--- src/rtl/op_fetch_pkg.sv ---
`default_nettype none
// ============================================================================
// Module   : op_fetch_pkg
// Brief    : Shared widths and occupancy state encoding for operand fetch.
// Revision : 1.0
// ============================================================================
package op_fetch_pkg;

    localparam int N    = 32;
    localparam int NREG = 16;
    localparam int IDXW = 4;

    typedef logic [1:0] occ_t;

    localparam logic [1:0] ST_EMPTY = 2'd0;
    localparam logic [1:0] ST_ONE   = 2'd1;
    localparam logic [1:0] ST_FULL  = 2'd2;

endpackage
`default_nettype wire

--- src/rtl/operand_sel.sv ---
`default_nettype none
// ============================================================================
// Module   : operand_sel
// Brief    : Register read mux with write-back bypass on a clean one-hot hit.
// Revision : 1.0
// ============================================================================
module operand_sel #(
    parameter int N    = op_fetch_pkg::N,
    parameter int NREG = op_fetch_pkg::NREG
) (
    input  logic [op_fetch_pkg::IDXW-1:0] idx,
    input  logic [NREG*N-1:0]             rf_q,
    input  logic                          wb_valid,
    input  logic [NREG-1:0]               wb_sel,
    input  logic [N-1:0]                  wb_data,
    output logic [N-1:0]                  operand
);

    logic onehot;
    logic hit;

    // Zero or multi-bit selects are treated as no write for bypass purposes.
    assign onehot  = (wb_sel != '0) && ((wb_sel & (wb_sel - NREG'(1))) == '0);
    assign hit     = wb_valid && onehot && wb_sel[idx];
    assign operand = hit ? wb_data : rf_q[int'(idx)*N +: N];

endmodule
`default_nettype wire

--- src/rtl/operand_fetch.sv ---
`default_nettype none
// ============================================================================
// Module   : operand_fetch
// Brief    : Captures two source operands per request into a 2-entry FIFO.
// Revision : 1.0
// ============================================================================
module operand_fetch #(
    parameter int N    = op_fetch_pkg::N,
    parameter int NREG = op_fetch_pkg::NREG
) (
    input  logic                          clk,
    input  logic                          rst_n,
    input  logic                          req_valid,
    output logic                          req_ready,
    input  logic [op_fetch_pkg::IDXW-1:0] req_ra,
    input  logic [op_fetch_pkg::IDXW-1:0] req_rb,
    input  logic [NREG*N-1:0]             rf_q,
    input  logic                          wb_valid,
    input  logic [NREG-1:0]               wb_sel,
    input  logic [N-1:0]                  wb_data,
    output logic                          op_valid,
    input  logic                          op_ready,
    output logic [N-1:0]                  op_a,
    output logic [N-1:0]                  op_b
);

    op_fetch_pkg::occ_t state_q, state_d;
    logic               wr_ptr_q, wr_ptr_d;
    logic               rd_ptr_q, rd_ptr_d;
    logic [N-1:0]       mem_a_q [2];
    logic [N-1:0]       mem_a_d [2];
    logic [N-1:0]       mem_b_q [2];
    logic [N-1:0]       mem_b_d [2];
    logic [N-1:0]       op_a_q, op_a_d;
    logic [N-1:0]       op_b_q, op_b_d;
    logic [N-1:0]       sel_a, sel_b;
    logic               push, pop;

    operand_sel #(.N(N), .NREG(NREG)) u_sel_a (
        .idx      (req_ra),
        .rf_q     (rf_q),
        .wb_valid (wb_valid),
        .wb_sel   (wb_sel),
        .wb_data  (wb_data),
        .operand  (sel_a)
    );

    operand_sel #(.N(N), .NREG(NREG)) u_sel_b (
        .idx      (req_rb),
        .rf_q     (rf_q),
        .wb_valid (wb_valid),
        .wb_sel   (wb_sel),
        .wb_data  (wb_data),
        .operand  (sel_b)
    );

    // Gated by rst_n so nothing is accepted while the FIFO is held in reset.
    assign req_ready = rst_n && (state_q != op_fetch_pkg::ST_FULL);
    assign op_valid  = (state_q != op_fetch_pkg::ST_EMPTY);
    assign op_a      = op_a_q;
    assign op_b      = op_b_q;
    assign push      = req_valid && req_ready;
    assign pop       = op_valid && op_ready;

    always_comb begin
        state_d  = state_q;
        wr_ptr_d = wr_ptr_q;
        rd_ptr_d = rd_ptr_q;
        mem_a_d  = mem_a_q;
        mem_b_d  = mem_b_q;
        op_a_d   = op_a_q;
        op_b_d   = op_b_q;

        if (push) begin
            mem_a_d[wr_ptr_q] = sel_a;
            mem_b_d[wr_ptr_q] = sel_b;
            wr_ptr_d          = ~wr_ptr_q;
        end
        if (pop) begin
            rd_ptr_d = ~rd_ptr_q;
        end

        case (state_q)
            op_fetch_pkg::ST_EMPTY: if (push) state_d = op_fetch_pkg::ST_ONE;
            op_fetch_pkg::ST_ONE: begin
                if (push && !pop)      state_d = op_fetch_pkg::ST_FULL;
                else if (pop && !push) state_d = op_fetch_pkg::ST_EMPTY;
            end
            op_fetch_pkg::ST_FULL:  if (pop) state_d = op_fetch_pkg::ST_ONE;
            default:                state_d = op_fetch_pkg::ST_EMPTY;
        endcase

        // Output registers track the next head; they freeze once the FIFO drains.
        if (state_d != op_fetch_pkg::ST_EMPTY) begin
            op_a_d = mem_a_d[rd_ptr_d];
            op_b_d = mem_b_d[rd_ptr_d];
        end
    end

    always_ff @(posedge clk or negedge rst_n) begin
        if (!rst_n) begin
            state_q  <= op_fetch_pkg::ST_EMPTY;
            wr_ptr_q <= 1'b0;
            rd_ptr_q <= 1'b0;
            mem_a_q  <= '{default: '0};
            mem_b_q  <= '{default: '0};
            op_a_q   <= '0;
            op_b_q   <= '0;
        end else begin
            state_q  <= state_d;
            wr_ptr_q <= wr_ptr_d;
            rd_ptr_q <= rd_ptr_d;
            mem_a_q  <= mem_a_d;
            mem_b_q  <= mem_b_d;
            op_a_q   <= op_a_d;
            op_b_q   <= op_b_d;
        end
    end

endmodule
`default_nettype wire
--- config.mk ---
export PLATFORM = sky130hd
export DESIGN_NAME = operand_fetch
export DESIGN_NICKNAME = d
export VERILOG_FILES = /design/src/rtl/op_fetch_pkg.sv /design/src/rtl/operand_sel.sv /design/src/rtl/operand_fetch.sv
export SDC_FILE = /design/constraint.sdc
export NUM_CORES = 1
export LEC_CHECK = 0
export BUFFER_PORTS_ARGS = -buffer_cell sky130_fd_sc_hd__buf_2
export CAP_MARGIN = 10
export CORE_AREA = 2 2 247 249
export DETAILED_ROUTE_END_ITERATION = 10
export DIE_AREA = 0 0 249 251
export PLACE_DENSITY = 0.48
export SYNTH_ARGS = -nofsm -noshare
export SYNTH_HDL_FRONTEND = slang
export SYNTH_SLANG_ARGS = --single-unit
--- constraint.sdc ---
create_clock -name clk -period 3.5 [get_ports clk]
set_input_delay 0.7 -clock clk [delete_from_list [all_inputs] [get_ports clk]]
set_output_delay 0.7 -clock clk [all_outputs]
set_load 0.01 [all_outputs]
---- Yosys cells after proc, flatten, opt, wreduce, memory -nomap -nowiden ----
Cells that the tools add are included.
storage, ports and cells
  output and inout bits ................... 66
  logic and storage cells ................. 66
  flip-flop bits (word level) ............. 196
  bits of input ports ..................... 573
operators by class
  $add $sub $neg .......................... 1
  reduce and logical (&&, ||, !) cells .... 17
  equality and inequality tests ........... 3
  magnitude comparators ................... 5
  shift operators ......................... 2
  mux-type cells .......................... 24
  bitwise gates (word level) .............. 5
operator list
  operator                                              count
  indexed part select 512 x 10 -> 32 bit                2
  2-to-1 mux 32 bit                                     9
  bitwise mux 64 bit                                    2
  2-to-1 mux 64 bit                                     2
  demux 32 bit (select 1 bit)                           1
  bitwise AND 16 bit                                    1
  zero test 16 bit                                      1
  nonzero test 16 bit                                   1
  subtractor 16 x 1 -> 16 bit (second input constant)   1
  logical AND 1 bit                                     10
  < comparator 4 x 5 -> 1 bit (second input constant)   2
  binary-select mux 1 bit (select 4 bit)                2
  2-to-1 mux 2 bit                                      4
  one-hot mux 2 bit (3 select lines)                    1
  >= comparator 2 bit (second input constant)           2
  inverter 1 -> 2 bit                                   2
  nonzero test 2 bit                                    2
  2-to-1 mux 1 bit                                      3
  equality test 2 x 1 -> 1 bit (second input constant)  1
  equality test 2 bit (second input constant)           1
  zero test 1 bit                                       2
  zero test 2 bit                                       1
  < comparator 2 x 1 -> 1 bit (second input constant)   1
  inequality test 2 bit (second input constant)         1
  inverter 1 bit                                        2

---- Depth between registers and ports, before layout ----
  depth after elaboration ................. 12
  gate-level depth with buffers ........... 8
  depth with buffers taken out ............ 7

---- Modules after synthesis ----
Synthesis repeated with hierarchy kept, for this count alone.
second synthesis, totals
  cell total of the unflattened synthesis .. 1,380
  area, all modules ....................... 19,261.0 um^2
modules (own cells, without submodules)
  module                 seq. area each (um^2)  cells each  instances  area an instance (um^2)
  operand_fetch          4,904.7                850         1          10,047.1
  operand_sel (u_sel_b)  0.0                    265         1          4,623.2
  operand_sel (u_sel_a)  0.0                    265         1          4,590.7

---- Worst setup path before layout ----
No wires, ideal clock.
  path type ............................... input-to-reg
  start ................................... input port req_ra[0] in the netlist's numbering
  end ..................................... register mem_a_q[23] in the netlist's numbering
  arrival time ............................ 3.021 ns
  path buffers ............................ 3
  slack ................................... 0.338 ns
  data required time ...................... 3.359 ns
  library setup time ...................... 0.141 ns
  stages on the path ...................... 7
  cell sequence ........................... clkbuf_1 > buf_1 > buf_2 > mux4_2 > mux4_2 > o21ai_0 > a31oi_1
RTL lines
  what                  RTL line              RTL
  start, declared       operand_fetch.sv:15   input logic [op_fetch_pkg::IDXW-1:0] req_ra,
  end signal, assigned  operand_fetch.sv:113  mem_a_q <= mem_a_d;
  end, declared         operand_fetch.sv:30   logic [N-1:0] mem_a_q [2];

==> impl_summary.md <==
STA
The minimum setup slack in the final design is roughly 0.36 ns. The worst-case headroom to the max-slew limit is 0.180. The post-route fraction of the period consumed by the critical path is 0.897. The measured slew at the worst slew-check pin is approximately 1.2 ns.

The post-layout minimum cycle time is about 3.1 ns. The total count of hold-check failures in the final report is 0. Setup violations remaining at the end of the flow were counted as 0.

For this run, the top clock speed supported by timing is 318 MHz. The number of pins with negative max-slew slack in the final report was 0. Between clock sinks in the finished design, the worst skew comes to roughly 0.010 ns.

Setup repair after global routing left no endpoint under its margin.

Worst setup path
For this design, the slowest cell found on the critical path is sky130_fd_sc_hd__or4_4. The worst-case register-to-register setup slack is 0.50 ns. For this run, the slowest stage of the critical path takes 0.57 ns. The cell repeated most along the worst path is sky130_fd_sc_hd__or4_4. The critical path arrival is 3.44 ns. At the worst endpoint, the required time is 3.80 ns. The worst setup path is of the in2reg kind. Walking the worst path, the cells encountered are buf_2 > or4_4 > or4_4 > a211oi_1 > buf_4 > o21ai_4 > o21ai_1 > a31oi_1. The maximum net fanout on the critical path is 32. The critical path startpoint category is an input pin. The kind of capture point of the worst setup path is a flop.

Global routing
Entering global routing, the biggest net connects 174 pins. The via count of the first global-routing pass is 16600. The number of antenna violations at the first check in global routing is 47. For this run, the total global-route usage over all layers was measured as 0.260. The first global-routing pass estimated 119 mm of wire.

The total congestion overflow after global routing is 0.

Power
The internal power is 6.85 mW. VDD sags by at most 397 µV. The sequential fraction of design power is 0.338. The cell area power density is about 520 nW/µm².

For this design the static power due to leakage is 8.72 nW. In this run the power spent charging and discharging nets is around 4.6 mW. The part of the power in combinational logic is 0.488. Of the total power, the clock network draws 0.173. Of the total power, the share spent switching nets is 0.400.

Die
The I/O pin count is 639. The floorplan step set the die width to 249 µm. The y dimension of the die is around 250 µm. The die footprint is 62500 µm².

The starting density of the core is 0.285. The core region is 59800 µm². The site row count is 90.

Drt
The detailed router's first-iteration violation count is 1619. In the routed layout, each cell is associated on average with a via count of 6.13. The wire length after detailed routing is 83.3 mm. Dividing the detail-routed wire length by the instance count gives 30.1 µm. The detail route stage leaves a number of antenna-violating nets equal to 0.

The number of iterations in the first detailed-routing pass is 5. The routed layout has approximately 17000 vias. After detailed routing, the number of remaining DRC violations is 0.

Finish
The library cell used most frequently in the layout, excluding fill and tap cells, is sky130_fd_sc_hd__buf_2. The ratio of cells with drive above 1 in the final layout is 0.549. Leaving out fill and tap cells, the most frequent cells in the layout are sky130_fd_sc_hd__buf_2, sky130_fd_sc_hd__mux4_2, sky130_fd_sc_hd__nor2_1, sky130_fd_sc_hd__dfrtp_1, sky130_fd_sc_hd__a31oi_1. After routing the design area is 22100 µm². The final net count is 2517. The area growth from synthesis to layout is 29.6%.

Logic synthesis
The netlist area before placement is around 17000 µm². Each instance of the synthesized netlist takes up on average 12.2 µm². The fraction of post-synthesis cell area in the top cell type by area is 0.431.

The main flop type after synthesis is sky130_fd_sc_hd__dfrtp_1. The largest area contributor in the synthesized netlist is sky130_fd_sc_hd__mux4_2. The netlist uses 43 different library cells. The sequential fraction of the synthesis area is 0.288.

Yosys mapped a number of flops with a built-in enable equal to 0. The count of synthesis-stage warnings from yosys is 0. The synthesized netlist net count is around 2000. The proportion of synthesized flip-flops having asynchronous set or reset is 1.00.

The synthesized flop and latch total is 196. The number of cells produced by synthesis is 1393. Yosys attributes the largest share of cell area to sky130_fd_sc_hd__mux4_2, sky130_fd_sc_hd__dfrtp_1, sky130_fd_sc_hd__a31oi_1, sky130_fd_sc_hd__nor2_1, sky130_fd_sc_hd__a22o_1.

Clocking
In this run, post-CTS hold repair placed 0 buffers. The count of clock tree sinks is slightly below 200. The CTS H-tree depth is 4. The setup fix buffers added after clock tree synthesis is 0. The root buffer cell chosen for the clock tree is sky130_fd_sc_hd__clkbuf_16. The largest buffer count on any clock path is 2. Clock latency on the worst-skew pair, taken at its later pin, is 0.45 ns. Clock-pin slew was measured on the worst setup and hold paths at ~0.080 ns. TritonCTS built the clock tree. The TritonCTS buffer count is 17.

The quantity of gates resized following cts is 0.

Run
Max-cap violations in this run came to 0.

Placement
The placed instance area is around 21000 µm². During placement, the flow inserted port buffers numbering roughly 640. After legalization and detailed placement, the total HPWL measured 65.2 mm. Routability-driven placement finished with a final weighted congestion of 0.947. At the placement stage, the worst setup path has a slack of -0.0336 ns.

Run status
The flow ran to the end, and the final reports show no timing, DRC or antenna violations.

Hold path
The class of the tightest hold or removal check is in2async.
==> worst max-delay path: cells and delay by family <==
| family | cells | cell delay, ns |
|---|---|---|
| simple gates | 2 | 1.09 |
| buf+inv | 2 | 0.33 |
| compound gates | 4 | 1.31 |
==> cell type report <==
type	count	area (µm²)
Clock inverter	14	140
Fill cell	5840	37700
Clock buffer	18	439
Sequential cell	196	4900
Timing Repair Buffer	698	4000
Tap cell	782	978
Multi-Input combinational cell	1029	11500
Antenna cell	30	75.1
Inverter	2	7.51
==> metrics by stage <==
stage | hold slack [ns] | power [mW] | instances | utilization | setup TNS (ns)
3_5_place_dp | 0.542 | 9.50 | 2707 | 0.359 | -0.131
5_1_grt | 0.291 | 12.2 | 2754 | 0.369 | 0
3_3_place_gp | 0.530 | 9.37 | 2707 | 0.359 | 0
4_1_cts | 0.279 | 11.5 | 2739 | 0.368 | 0
6_report | 0.280 | 11.4 | 2769 | 0.369 | 0
2_1_floorplan | 0.404 | 7.22 | 1393 | - | 0
==> sequential cells by signal (all words and copies together) (netlist names) <==
name	flops
mem_a_q	64
mem_b_q	64
op_a	32
op_b	32
state_q	2
rd_ptr_q	1
wr_ptr_q	1
==> cell families after synthesis <==
family                     Yosys count  share of synthesized area
DFF                                196                      0.288
xor gates and xnor gates             2                    0.00103
and+or+nand+nor                    284                     0.0755
muxes                              335                      0.438
AOI/OAI and AO/OA                  406                      0.155
buffers and inverters              168                     0.0422
adders and majority gates            2                    0.00117
==> synth_stat cells (3+ instances only) <==
cell	instances
sky130_fd_sc_hd__mux4_2	326
sky130_fd_sc_hd__nor2_1	199
sky130_fd_sc_hd__dfrtp_1	196
sky130_fd_sc_hd__a31oi_1	192
sky130_fd_sc_hd__clkbuf_1	116
sky130_fd_sc_hd__o22ai_1	65
sky130_fd_sc_hd__a22o_1	64
sky130_fd_sc_hd__nand4_1	64
sky130_fd_sc_hd__o21ai_0	41
sky130_fd_sc_hd__o21ai_1	30
sky130_fd_sc_hd__buf_2	26
sky130_fd_sc_hd__buf_1	11
sky130_fd_sc_hd__mux2i_1	7
sky130_fd_sc_hd__buf_6	6
sky130_fd_sc_hd__clkbuf_2	6
sky130_fd_sc_hd__a21oi_1	4
sky130_fd_sc_hd__nor3_1	3
sky130_fd_sc_hd__or2_2	3
==> power by group through the flow <==
stage               registers [mW]  clock network, mW  logic [mW]
finish                        3.87               1.98        5.58
floorplan                     3.92                  0        3.30
CTS                           3.87               2.02        5.59
global placement              3.87                  0        5.50
detailed placement            3.92                  0        5.58
global route                  3.99               2.12        6.04
==> metal layers <==
| layer | routed length (µm) | part of all wire | vias to the layer above | global-route usage |
|---|---|---|---|---|
| li1 | - | - | 7099 | - |
| met2 | 38600 | 0.46 | 919 | 0.409 |
| met3 | 6820 | 0.082 | 127 | 0.0538 |
| met5 | 140 | 0.0017 | - | 0 |
| met4 | 2310 | 0.028 | 20 | 0.0732 |
| met1 | 35500 | 0.43 | 8810 | 0.366 |
==> path summary, 6_finish.rpt <==
path,start,endpoint,cells after the start
worst min-delay path,rst_n,mem_a_q[40],2
worst max register to register,state_q[1],op_b[30],8
min in group clk,op_ready,state_q[1],2
worst min register to register,mem_a_q[14],mem_a_q[14],2
worst max-delay path,wb_sel[0],mem_a_q[6],8
max in group asynchronous,rst_n,mem_b_q[55],3
(Power assumes the default switching activity.)
